$ cat src/rtl/serial_tl_host.sv
// Host-side endpoint of the 1-bit serial TileLink link: LSB-first word serializer and deserializer.
// Define SERIAL_TL_HOST_LOOPBACK_EN to add the loopback_i port (TX stream fed back into RX).
module serial_tl_host #(
   parameter int unsigned W = 32
) (
   input  logic         clock,
   input  logic         reset,
   input  logic         tx_valid_i,
   output logic         tx_ready_o,
   input  logic [W-1:0] tx_data_i,
   output logic         rx_valid_o,
   input  logic         rx_ready_i,
   output logic [W-1:0] rx_data_o,
   output logic         serial_tl_bits_in_valid_o,
   output logic         serial_tl_bits_in_bits_o,
   input  logic         serial_tl_bits_in_ready_i,
   input  logic         serial_tl_bits_out_valid_i,
   input  logic         serial_tl_bits_out_bits_i,
`ifdef SERIAL_TL_HOST_LOOPBACK_EN
   input  logic         loopback_i,
`endif
   output logic         serial_tl_bits_out_ready_o
);

   localparam int unsigned CW = (W > 1) ? $clog2(W) : 1;
   localparam logic [CW-1:0] LastCnt = CW'(W - 1);

   localparam logic [0:0] StIdle  = 1'b0;
   localparam logic [0:0] StShift = 1'b1;

   logic [0:0]    tx_state_q, tx_state_d;
   logic [W-1:0]  tx_shreg_q, tx_shreg_d;
   logic [CW-1:0] tx_cnt_q, tx_cnt_d;
   logic          tx_valid_int, tx_bit_int, tx_ready_int, tx_fire;

   logic [W-1:0]  rx_shreg_q, rx_shreg_d;
   logic [W-1:0]  rx_data_q, rx_data_d;
   logic [CW-1:0] rx_cnt_q, rx_cnt_d;
   logic          rx_valid_q, rx_valid_d;
   logic          rx_valid_int, rx_bit_int, rx_ready_int, rx_fire;

   assign tx_valid_int = (tx_state_q == StShift);
   assign tx_bit_int   = tx_shreg_q[0];
   assign tx_fire      = tx_valid_int && tx_ready_int;

   // Stall only before the completing bit while the output word is still unclaimed.
   assign rx_ready_int = !(rx_valid_q && (rx_cnt_q == LastCnt));
   assign rx_fire      = rx_valid_int && rx_ready_int;

`ifdef SERIAL_TL_HOST_LOOPBACK_EN
   assign tx_ready_int               = loopback_i ? rx_ready_int : serial_tl_bits_in_ready_i;
   assign rx_valid_int               = loopback_i ? tx_valid_int : serial_tl_bits_out_valid_i;
   assign rx_bit_int                 = loopback_i ? tx_bit_int : serial_tl_bits_out_bits_i;
   assign serial_tl_bits_in_valid_o  = tx_valid_int && !loopback_i;
   assign serial_tl_bits_out_ready_o = rx_ready_int && !loopback_i;
`else
   assign tx_ready_int               = serial_tl_bits_in_ready_i;
   assign rx_valid_int               = serial_tl_bits_out_valid_i;
   assign rx_bit_int                 = serial_tl_bits_out_bits_i;
   assign serial_tl_bits_in_valid_o  = tx_valid_int;
   assign serial_tl_bits_out_ready_o = rx_ready_int;
`endif

   assign serial_tl_bits_in_bits_o = tx_bit_int;
   assign tx_ready_o               = (tx_state_q == StIdle);
   assign rx_valid_o               = rx_valid_q;
   assign rx_data_o                = rx_data_q;

   always_comb begin
      tx_state_d = tx_state_q;
      tx_shreg_d = tx_shreg_q;
      tx_cnt_d   = tx_cnt_q;
      case (tx_state_q)
         StIdle: begin
            if (tx_valid_i) begin
               tx_shreg_d = tx_data_i;
               tx_cnt_d   = '0;
               tx_state_d = StShift;
            end
         end
         StShift: begin
            if (tx_fire) begin
               tx_shreg_d = {1'b0, tx_shreg_q[W-1:1]};
               if (tx_cnt_q == LastCnt) begin
                  tx_cnt_d   = '0;
                  tx_state_d = StIdle;
               end else begin
                  tx_cnt_d = tx_cnt_q + CW'(1);
               end
            end
         end
         default: tx_state_d = StIdle;
      endcase
   end

   always_comb begin
      rx_shreg_d = rx_shreg_q;
      rx_data_d  = rx_data_q;
      rx_cnt_d   = rx_cnt_q;
      rx_valid_d = rx_valid_q;
      if (rx_valid_q && rx_ready_i) begin
         rx_valid_d = 1'b0;
      end
      if (rx_fire) begin
         rx_shreg_d = {rx_bit_int, rx_shreg_q[W-1:1]};
         if (rx_cnt_q == LastCnt) begin
            rx_data_d  = {rx_bit_int, rx_shreg_q[W-1:1]};
            rx_valid_d = 1'b1;
            rx_cnt_d   = '0;
         end else begin
            rx_cnt_d = rx_cnt_q + CW'(1);
         end
      end
   end

   always_ff @(posedge clock) begin
      if (reset) begin
         tx_state_q <= StIdle;
         tx_shreg_q <= '0;
         tx_cnt_q   <= '0;
         rx_shreg_q <= '0;
         rx_data_q  <= '0;
         rx_cnt_q   <= '0;
         rx_valid_q <= 1'b0;
      end else begin
         tx_state_q <= tx_state_d;
         tx_shreg_q <= tx_shreg_d;
         tx_cnt_q   <= tx_cnt_d;
         rx_shreg_q <= rx_shreg_d;
         rx_data_q  <= rx_data_d;
         rx_cnt_q   <= rx_cnt_d;
         rx_valid_q <= rx_valid_d;
      end
   end

endmodule
$ cat config.mk
export PLATFORM = sky130hd
export DESIGN_NAME = serial_tl_host
export DESIGN_NICKNAME = d
export VERILOG_FILES = /design/src/rtl/serial_tl_host.sv
export SDC_FILE = /design/constraint.sdc
export NUM_CORES = 1
export LEC_CHECK = 0
export CORE_ASPECT_RATIO = 0.9
export CORE_UTILIZATION = 47
export DETAILED_ROUTE_END_ITERATION = 8
export PLACE_DENSITY = 0.81
export SYNTH_ARGS = -nofsm -noshare
export SYNTH_HDL_FRONTEND = slang
export SYNTH_SLANG_ARGS = --single-unit
$ cat constraint.sdc
create_clock -name clock -period 1.7 [get_ports clock]
set_input_delay 0.17 -clock clock [delete_from_list [all_inputs] [get_ports clock]]
set_output_delay 0.17 -clock clock [all_outputs]
set_load 0.1 [all_outputs]
Word level (Yosys, flattened, before mapping)
Cells that the tools add are included.
W data, S select, Z words.

word-level totals
  flip-flop bits (word level) = 108
  bits of input ports = 39
  output and inout bits = 37
  logic and storage cells = 36

operators by class
  add/subtract/negate cells = 2
  equal/unequal tests = 4
  multiplexer cells = 15
  bitwise gates (word level) = 1
  reduce and logical (&&, ||, !) cells = 7

operators with widths
  cell                   number
  $mux W32               2
  $pmux W32 S2           1
  $mux W5                4
  $add A5 B1 Y5 const B  2
  $eq A5 B5 Y1 const B   2
  $pmux W5 S2            1
  $mux W1                6
  $logic_and A1 B1 Y1    4
  $reduce_and A2 Y1      2
  $ne A2 B1 Y1 const B   1
  $ne A2 B2 Y1 const B   1
  $pmux W1 S2            1
  $logic_not A1 Y1       1
  $not A1 Y1             1

Depth between registers and ports, before layout
Gate-level depths: netlist of the first run.

  depth in word-level cells = 5
  gate-level depth with buffers = 9
  mapped depth without buffers = 6

Least setup slack after synthesis of the first run
Ideal clock, no wire load.

  path kind = reg-to-reg
  start point = register tx_state_q (netlist: serial_tl_bits_in_valid_o)
  end point = register tx_shreg_q[31]
  library setup time = 132 ps
  arrival time = 2,188 ps
  required time = 1,568 ps
  setup slack = -621 ps
  stages on the path, launching flop included = 6
  buffers on the path = 2
  clock period less this slack = 2,321 ps
  cell sequence = dfxtp_1 -> buf_4 -> buf_2 -> inv_1 -> nand3_1 -> a21oi_1

between the ends
  longest elaborated chain between the ends = 3
  elaborated cells between the ends (all ways) = 6
  classes of those cells = 2 x eq/ne; 1 x mux; 1 x bitwise; 2 x reduce/logical

ends and longest elaborated chain
  element                      line  RTL
  start: declaration           31    logic [0:0] tx_state_q, tx_state_d;
  start signal: assignment     118   tx_state_q <= StIdle;
  start signal: assignment     126   tx_state_q <= tx_state_d;
  $not A1 Y1 *                 --
  net tx_ready_o               9     output logic tx_ready_o,
  $ne A2 B2 Y1 (no line)       --
  $reduce_and A2 Y1 (no line)  --
  end signal: assignment       127   tx_shreg_q <= tx_shreg_d;
  end: declaration             32    logic [W-1:0] tx_shreg_q, tx_shreg_d;

The timed path passes the listed nets; every way through them passes the cells marked *.
A chain may end at the register's enable or synchronous reset.

Worst setup path in the final report of the first run
  start point = register tx_cnt_q[0]
  end point = register tx_cnt_q[3]

between the ends
  longest elaborated chain between the ends = 4
  elaborated cells between the ends (all ways) = 5
  classes of those cells = 1 x add/sub; 1 x eq/ne; 3 x mux

ends and longest elaborated chain
  element                                        line    RTL
  start: declaration                             33      logic [CW-1:0] tx_cnt_q, tx_cnt_d;
  start signal: assignment                       128     tx_cnt_q <= tx_cnt_d;
  $add A5 B1 Y5 or $eq A5 B5 Y1 (tied branches)  88, 84
  $mux W5 *                                      84      if (tx_cnt_q == LastCnt) begin
  $mux W5 *                                      82      if (tx_fire) begin
  $pmux W5 S2 *                                  73      case (tx_state_q)

Mark *: on every way between the ends. The rest lies on a longest branch, timed or not. The select of a mux whose other input is x is not followed.

==> flow_summary.ini, run 1 <==
[global_route]
grt_pass1_vias = 3236
grt_pass1_wl_mm = 14.3
grt-ovfl-total = 0
track_usage_pct = 19.5
grt_max_degree = 63
antenna_found_initial = 0

[floorplanning]
rows = 32
ioPinCount = 76
dieArea_mm2 = 0.00917
die_x_um = 101
coreArea_mm2 = 0.00857
initial_core_util_pct = 48.2
die-height_um = 90.9

[layout]
syn2layout_area_growth_pct = 29.1
num-fill-cells = 749
register_area_mm2 = 0.00215
n_antenna_cell = 0
drive_above_1_share_pct = 17.3
final_cell_mix = 130 x nand2_1, 101 x dfxtp_1, 69 x a21oi_1
nets = 592
layout_commonest_cell = nand2_1
multi_input_area_mm2 = 0.00187

[sta]
finalHoldViolations = 0
drv_slew = 0
finalClockSkew_ns = 0.0123
period_needed_ns = 1.68
fmax_mhz = 593
slew_headroom_pct = 70.7
setup_viol = 0
setup_ws_ns = 0.0151
fin_tns_setup_ns = 0
fin_crit_sh_pct = 99.1
worst_slew_pin_slew_ns = 0.440
rsz0062_at_grt = true

[power_and_ir_drop]
p_clk_share_pct = 34.3
power.total_mw = 4.77
power_density_mw_per_mm2 = 894
net-switching-power_mw = 1.22
switching_share_pct = 25.6
intPower_mw = 3.55
pwr-share-seq_pct = 55.3
power.leakage_nw = 1.97
vdd_drop_max_v = 0.000571
comb_power_share_pct = 10.5

[min_path]
hold_depth = 2
min_from = reset
hp-class = input port to register
holdPathEnd = rx_cnt_q[1]

[clock_tree]
clkLatencyLatePin_ns = 0.37
cts_buffers = 9
cts_tree = done
cts.root.buffer_cell = clkbuf_8
clock_sinks = 107
hold_buffers = 0
clock_path_buffers = 2
htreeDepth = 3
path_clk_slew_ns = 0.10

[synthesis]
yosys.area.top_type = dfxtp_1
synth_top_area_share_pct = 51.8
synthArstFlopShare_pct = 0
synthCells = 480
synth_area_mm2 = 0.00413
ys_types = 27
ys_seq_area_share_pct = 51.8
avgSynthCellArea_um2 = 8.61
synth_ff_type = dfxtp_1
ys_seq_elements = 107
synth-edff-count = 0
yosys_warnings = 0
synthTopCellsByArea = dfxtp_1 52%, nand2_1 12%, a21oi_1 8.5%, mux2i_1 8.0%, a211oi_1 5.6%
syn-num-nets = 523

[place]
io_buffers = 75
dpl_worst_slack_ns = -0.0610
gp_congestion = 0.744
place_hpwl_mm = 5.58

[setup_path]
required_ns = 1.97
reg2reg_to = tx_cnt_q[3]
crit_path_end_kind = register
cp_max_fo = 4
cp_data_arrival_time_ns = 1.96
reg2reg_from = tx_cnt_q[0]
critPathLaunch = tx_cnt_q[0]
worst-setup-path-type = register to register
rrSetupSlack_ns = 0.02
startpoint_type = register
r2r_cells = 6

[drt]
vias = 3445
drt_wl_total_mm = 8.45
via_per_inst = 5.12
first_iter_violations = 122
avgRoutedWirePerCell_um = 12.6
ant_nets = 0
drtPass1Iterations = 5
drc = 0

[flow_run]
max_cap_violations = 0

[run_status]
status = complete, no violations
## repair_timing
action	CTS	global route
setup endpoints to repair	2	8
pin swaps	1	2
buffers inserted	3	2
cloned	0	0
gates resized for setup	3	10
## cell families after synthesis
| group | synth area share [%] |
|---|---|
| fa+ha+maj | 1.21 |
| mux | 8.27 |
| flops | 51.8 |
| buf+inv | 4.94 |
| compound gates | 16.3 |
| simple gates | 17.5 |
## stage by stage
stage	cell area (um^2)	utilization, %	cells	hold slack, ns
2_1_floorplan	4200	-	480	0.277
3_3_place_gp	5020	58.6	652	0.443
3_5_place_dp	5020	58.6	652	0.450
4_1_cts	5270	61.5	671	0.204
5_1_grt	5330	62.3	673	0.214
6_report	5330	62.3	673	0.219
## critical path, stage by stage (launching register included)
cell and delay (ns):
dfxtp_2 0.35, ha_4 0.16, and3_1 0.17, ha_2 0.18
and3b_2 0.30, a41oi_2 0.14, a311oi_1 0.28
## cell usage after synthesis, types with 2 or more instances
library cell / number
buf_6: 2
buf_2: 16
a211oi_1: 31
nand2_1: 131
o21ai_0: 2
nand3_1: 3
or3_1: 2
buf_4: 3
ha_1: 4
inv_1: 3
a311oi_1: 3
a32oi_1: 3
nor2_1: 37
clkbuf_1: 16
nand2b_1: 3
mux2i_1: 33
and3b_1: 2
and3_1: 2
dfxtp_1: 107
a21oi_1: 70
## worst max path at each step
stage                              to  cells after the start  slack [ns]
after floorplan           rx_cnt_q[2]                      8      -0.005
after global placement    tx_cnt_q[3]                      6        0.08
after detailed placement  tx_cnt_q[3]                      6       -0.06
after CTS                 tx_cnt_q[3]                      6       0.007
after global routing      tx_cnt_q[3]                      6       -0.04
final                     tx_cnt_q[3]                      6        0.02
## power by group through the flow
stage                     combinational, mW  sequential, mW  clock [mW]
final                                 0.500            2.63        1.63
after global routing                  0.548            2.64        1.78
after CTS                             0.497            2.63        1.69
after detailed placement              0.488            2.69           0
after global placement                0.476            2.69           0
after floorplan                       0.305            2.71           0
## per-layer routing
metal / track usage [%] / vias to the layer above / wire, um
met1: 23.5 / 1600 / 3770
met2: 34.3 / 63 / 4260
met4: 6.52 / 0 / 136
met5: 0 / - / 0
met3: 4.00 / 10 / 284
li1: - / 1772 / -
## registers in the layout (all words and copies together) (netlist names)
| signal | count |
|---|---|
| rx_data_o | 32 |
| rx_shreg_q | 31 |
| rx_valid_o | 1 |
| serial_tl_bits_in_valid_o | 1 |
| tx_cnt_q | 5 |
| rx_cnt_q | 5 |
| tx_shreg_q | 32 |
## area by class of cell
type	instances	area share, %
sequential	107	40.3
multi-input combinational	332	35.1
tap	119	2.79
clock inverter	7	1.76
inverter	3	0.281
timing repair buffer	96	17.4
clock buffer	9	2.32
Power figures use the tool's default switching activity.
==> run 2, diff against run 1 <==
--- a/config.mk
+++ b/config.mk
@@ -5,10 +5,13 @@
 export SDC_FILE = /design/constraint.sdc
 export NUM_CORES = 1
 export LEC_CHECK = 0
+export CAP_MARGIN = 25
 export CORE_ASPECT_RATIO = 0.9
 export CORE_UTILIZATION = 47
 export DETAILED_ROUTE_END_ITERATION = 8
+export GPL_ROUTABILITY_DRIVEN = 0
 export PLACE_DENSITY = 0.81
+export SKIP_LAST_GASP = 1
 export SYNTH_ARGS = -nofsm -noshare
 export SYNTH_HDL_FRONTEND = slang
 export SYNTH_SLANG_ARGS = --single-unit
==> results of run 2 <==
Same layout as run 1: the final DEF is identical, and so are final timing and power.
==> run 3, diff against run 2 <==
--- a/config.mk
+++ b/config.mk
@@ -11,6 +11,7 @@
 export DETAILED_ROUTE_END_ITERATION = 8
 export GPL_ROUTABILITY_DRIVEN = 0
 export PLACE_DENSITY = 0.81
+export SKIP_CTS_REPAIR_TIMING = 1
 export SKIP_LAST_GASP = 1
 export SYNTH_ARGS = -nofsm -noshare
 export SYNTH_HDL_FRONTEND = slang
==> flow_summary.ini, run 3 (synthesis results as in run 1) <==
[run_status]
status = complete, no violations

[layout]
n_antenna_cell = 0
final_cell_mix = 130 x nand2_1, 102 x dfxtp_1, 69 x a21oi_1
instances_no_fill = 673
syn2layout_area_growth_pct = 29.0
layout_commonest_cell = nand2_1
drive_above_1_share_pct = 17.1
nets = 592
num-fill-cells = 755

[clock_tree]
clock_sinks = 107
path_clk_slew_ns = 0.10
cts_tree = done
clkLatencyLatePin_ns = 0.37
cts.root.buffer_cell = clkbuf_8
htreeDepth = 3
clock_path_buffers = 2
cts_buffers = 9

[sta]
hold_slack_ns = 0.222
finalClockSkew_ns = 0.0121
drv_slew = 0
slew_headroom_pct = 70.4
period_needed_ns = 1.68
fin_crit_sh_pct = 98.7
rsz0062_at_grt = true
fmax_mhz = 596
setup_viol = 0
worst_slew_pin_slew_ns = 0.444
finalHoldViolations = 0

[drt]
avgRoutedWirePerCell_um = 12.4
first_iter_violations = 119
vias = 3444
drtPass1Iterations = 4
drt_wl_total_mm = 8.37
ant_nets = 0
via_per_inst = 5.12
drc = 0

[power_and_ir_drop]
power.leakage_nw = 1.97
intPower_mw = 3.55
comb_power_share_pct = 10.4
power_density_mw_per_mm2 = 895
net-switching-power_mw = 1.22
pwr-share-seq_pct = 55.2
p_clk_share_pct = 34.3
switching_share_pct = 25.6
vdd_drop_max_v = 0.000568

[setup_path]
startpoint_type = register
required_ns = 2.01
worst-setup-path-type = register to register
cp_data_arrival_time_ns = 1.99
crit_path_end_kind = register
cp_max_fo = 7
reg2reg_from = rx_cnt_q[1]
critPathLaunch = rx_cnt_q[1]

[global_route]
met1_usage_pct = 23.4
antenna_found_initial = 0
grt_pass1_vias = 3215
track_usage_pct = 19.4
grt-ovfl-total = 0
met3_usage_pct = 4.00
grt_max_degree = 63
use_met2_pct = 34.1
top_usage_layer = met2
grt_pass1_wl_mm = 14.3

[flow_run]
max_cap_violations = 0

[min_path]
hp-class = input port to register
min_from = reset

[floorplanning]
die_x_um = 101
dieArea_mm2 = 0.00917
ioPinCount = 76
rows = 32
die-height_um = 90.9
coreArea_mm2 = 0.00857
initial_core_util_pct = 48.2

[place]
io_buffers = 75
place_hpwl_mm = 5.58
dp.cells = 652
-- run 3: cell counts in the layout (fill, tap and decap cells not counted) --
No cell type changed its count.
-- run 3: critical path: stages (launching register included) --
cell,delay [ns]
dfxtp_4,0.37
ha_4,0.15
and3_4,0.18
ha_4,0.19
a21bo_4,0.23
or3_4,0.37
a21oi_2,0.13
-- run 3: final cells by class --
| type | instances | area [um^2] | share of cell area [%] |
|---|---|---|---|
| timing repair buffer | 96 | 926 | 17.4 |
| tap | 119 | 149 | 2.79 |
| inverter | 3 | 15.0 | 0.282 |
| clock buffer | 9 | 124 | 2.33 |
| sequential | 107 | 2160 | 40.5 |
| clock inverter | 7 | 93.8 | 1.76 |
| multi-input combinational | 332 | 1860 | 35.0 |
-- run 3: worst paths after layout --
kind                        to  slack (ns)  cells after the start
setup / recovery   rx_cnt_q[3]        0.02                      6
hold / removal     rx_cnt_q[1]        0.22                      2
setup reg to reg   rx_cnt_q[3]        0.02                      6
hold reg to reg   rx_data_o[9]        0.46                      2
-- run 3: routing by layer --
layer  routed length (um)  up-vias
met4                  119        0
met1                 3750     1600
met2                 4210       60
li1                     -     1774
met5                    0        -
met3                  293       10
-- run 3: per-stage QoR --
| stage | util [%] | TNS (ns) | total power [mW] | setup slack (ns) | instance area, um^2 |
|---|---|---|---|---|---|
| 5_1_grt | 62.2 | -0.0788 | 4.97 | -0.0308 | 5330 |
| 4_1_cts | 61.2 | -0.128 | 4.81 | -0.0960 | 5240 |
| 3_5_place_dp | 58.6 | -0.0610 | 3.18 | -0.0610 | 5020 |
| 2_1_floorplan | - | -0.00508 | 3.01 | -0.00508 | 4200 |
| 3_3_place_gp | 58.6 | 0 | 3.16 | 0.0819 | 5020 |
| 6_report | 62.2 | 0 | 4.77 | 0.0227 | 5330 |
-- run 3: power by group through the flow --
stage	combinational, mW	sequential (mW)	clock (mW)
floorplan	0.305	2.71	0
global placement	0.476	2.69	0
detailed placement	0.488	2.69	0
CTS	0.491	2.63	1.69
global route	0.546	2.64	1.78
finish	0.498	2.63	1.64
==> patch (settings of run 2) <==
The parameter `W` goes from 32 to 16.
--- a/src/rtl/serial_tl_host.sv
+++ b/src/rtl/serial_tl_host.sv
@@ -3,3 +3,3 @@
 module serial_tl_host #(
-   parameter int unsigned W = 32
+   parameter int unsigned W = 16
 ) (
Interface: changed (resized rx_data_o and tx_data_i); port bits go from 76 to 44. The function was not compared with the original's and may differ.
==> patch against run 2 <==
- design area fell by 43%
- sequential power fell by 46%
- power fell by 41%
- first-iteration DRC count rose by 12%
- critical path type unchanged
- wire length fell by 36%
- highest routed layer unchanged
- sequential cell count fell by 50
- area after synthesis fell by 42%
- die area fell by 41%
- clock skew fell by 0.0048 ns
- setup slack improved by 0.062 ns
- critical endpoint is now rx_cnt_q[3]
==> patch: results (changes against run 2) <==
Worst setup path
  • WP data arrival: 1.87 ns (was 1.96 ns)
  • Critical path endpoint: rx_cnt_q[3] (was tx_cnt_q[3])
  • Worst-path maximum fanout: 10 (was 4)
  • R2r setup slk: 0.08 ns (was 0.02 ns)
  • Crit-path slowest cell: or3_1 (was dfxtp_2)
  • Critical path's largest stage delay: 0.37 ns (was 0.35 ns)
  • Critical Path Source: rx_cnt_q[0] (was tx_cnt_q[0])
  • R2r worst-path depth: 5 (was 6)
  • Worst flop-to-flop path startpoint: rx_cnt_q[0] (was tx_cnt_q[0])
  • WP data required: 1.95 ns (was 1.97 ns)

Global routing
  • Vias in the first global route: 2044 (was 3236)
  • GRT Total Usage: 0.2240 (was 0.1948)
  • Largest net degree at the start of global routing: 31 (was 63)
  • Initial antenna violation count: 0 (unchanged)
  • First-pass GRT wire length: 9363 um (was 14320 um)

Cells and area
  • Layout Nets: 339 (was 592)
  • Fill count: 431 (was 749)
  • Layout cells sized above 1: 0.1850 (was 0.1733)

Placed design
  • Worst slack at placement: 0.1264 ns (was -0.06096 ns)
  • Placed cell area: 0.002856 mm^2 (was 0.005025 mm^2)
  • Hpwl dp: 3486 um (was 5581 um)
  • Placed Cells incl. Taps: 366 (was 652)
  • IO Port Bufs: 43 (was 75)

Logic synthesis
  • Mux share of post-synthesis cell area: 0.07295 (was 0.08268)
  • Post-synthesis sequential area ratio: 0.4752 (was 0.5185)
  • Post-Syn Nets: 297 (was 523)
  • Adder-cell area share of the yosys netlist: 0.01042 (was 0.01211)
  • Synth warnings: 0 (unchanged)
  • Synth top cells by count: dfxtp_1, a21oi_1, nand3_1 (was nand2_1, dfxtp_1, a21oi_1)
  • Yosys cell types: 33 (was 27)
  • Area contributors post-synth: dfxtp_1, a21oi_1, nand3_1 (was dfxtp_1, nand2_1, a21oi_1)
  • Synth Area in Compound Gates: 0.2178 (was 0.1626)

Timing
  • Final Setup Violations: 0 (unchanged)
  • Hold WS: 0.2059 ns (was 0.2190 ns)
  • Slew of the pin with the lowest slew margin: 0.3448 ns (was 0.4402 ns)
  • Worst Skew: 0.007485 ns (was 0.01229 ns)

Pwr
  • Psw: 706.6 uW (was 1.219 mW)
  • Max rail drop VDD: 0.4954 mV (was 0.5712 mV)
  • Leakage Power: 1.117 nW (was 1.966 nW)

Clocking
  • Clock transition at path regs: 0.06 ns (was 0.10 ns)
  • Clk_lat worst skew: 0.34 ns (was 0.37 ns)
  • Post-cts sizing count: 1 (was 3)
  • Post-CTS setup buffer count: 1 (was 3)

Detailed routing
  • Drt initial violations: 137 (was 122)
  • Drt wl/cell: 13.98 um (was 12.55 um)
  • Routed wire length: 5367 um (was 8447 um)
  • DR vias: 2150 (was 3445)

Hold path
  • Hold EP: tx_shreg_q[15] (was rx_cnt_q[1])

Run status
  • Outcome: finished, final reports clean (unchanged)
## patch: area by class of cell
| type | instances | area [um^2] | share of cell area |
|---|---|---|---|
| Sequential cell | 57 | 1150 | 0.3762 |
| Multi-Input combinational cell | 187 | 1102 | 0.3606 |
| Timing Repair Buffer | 55 | 525.5 | 0.1719 |
| Clock buffer | 13 | 158.9 | 0.05199 |
| Tap cell | 65 | 81.33 | 0.02661 |
| Inverter | 4 | 23.77 | 0.007777 |
| Clock inverter | 3 | 15.01 | 0.004912 |
## patch: layer usage
metal	share of wire	global-route usage	vias up
met5	0	0	-
met4	0.014	0.08386	0
met3	0.067	0.08158	7
met2	0.48	0.3481	69
met1	0.44	0.2829	1005
li1	-	-	1069
## patch: power by group through the flow
stage,sequential (mW),clock [mW],combinational (mW)
after floorplan,1.46,0,0.190
after CTS,1.41,1.13,0.306
after global placement,1.44,0,0.295
after global routing,1.42,1.21,0.330
final,1.41,1.11,0.304
after detailed placement,1.44,0,0.303
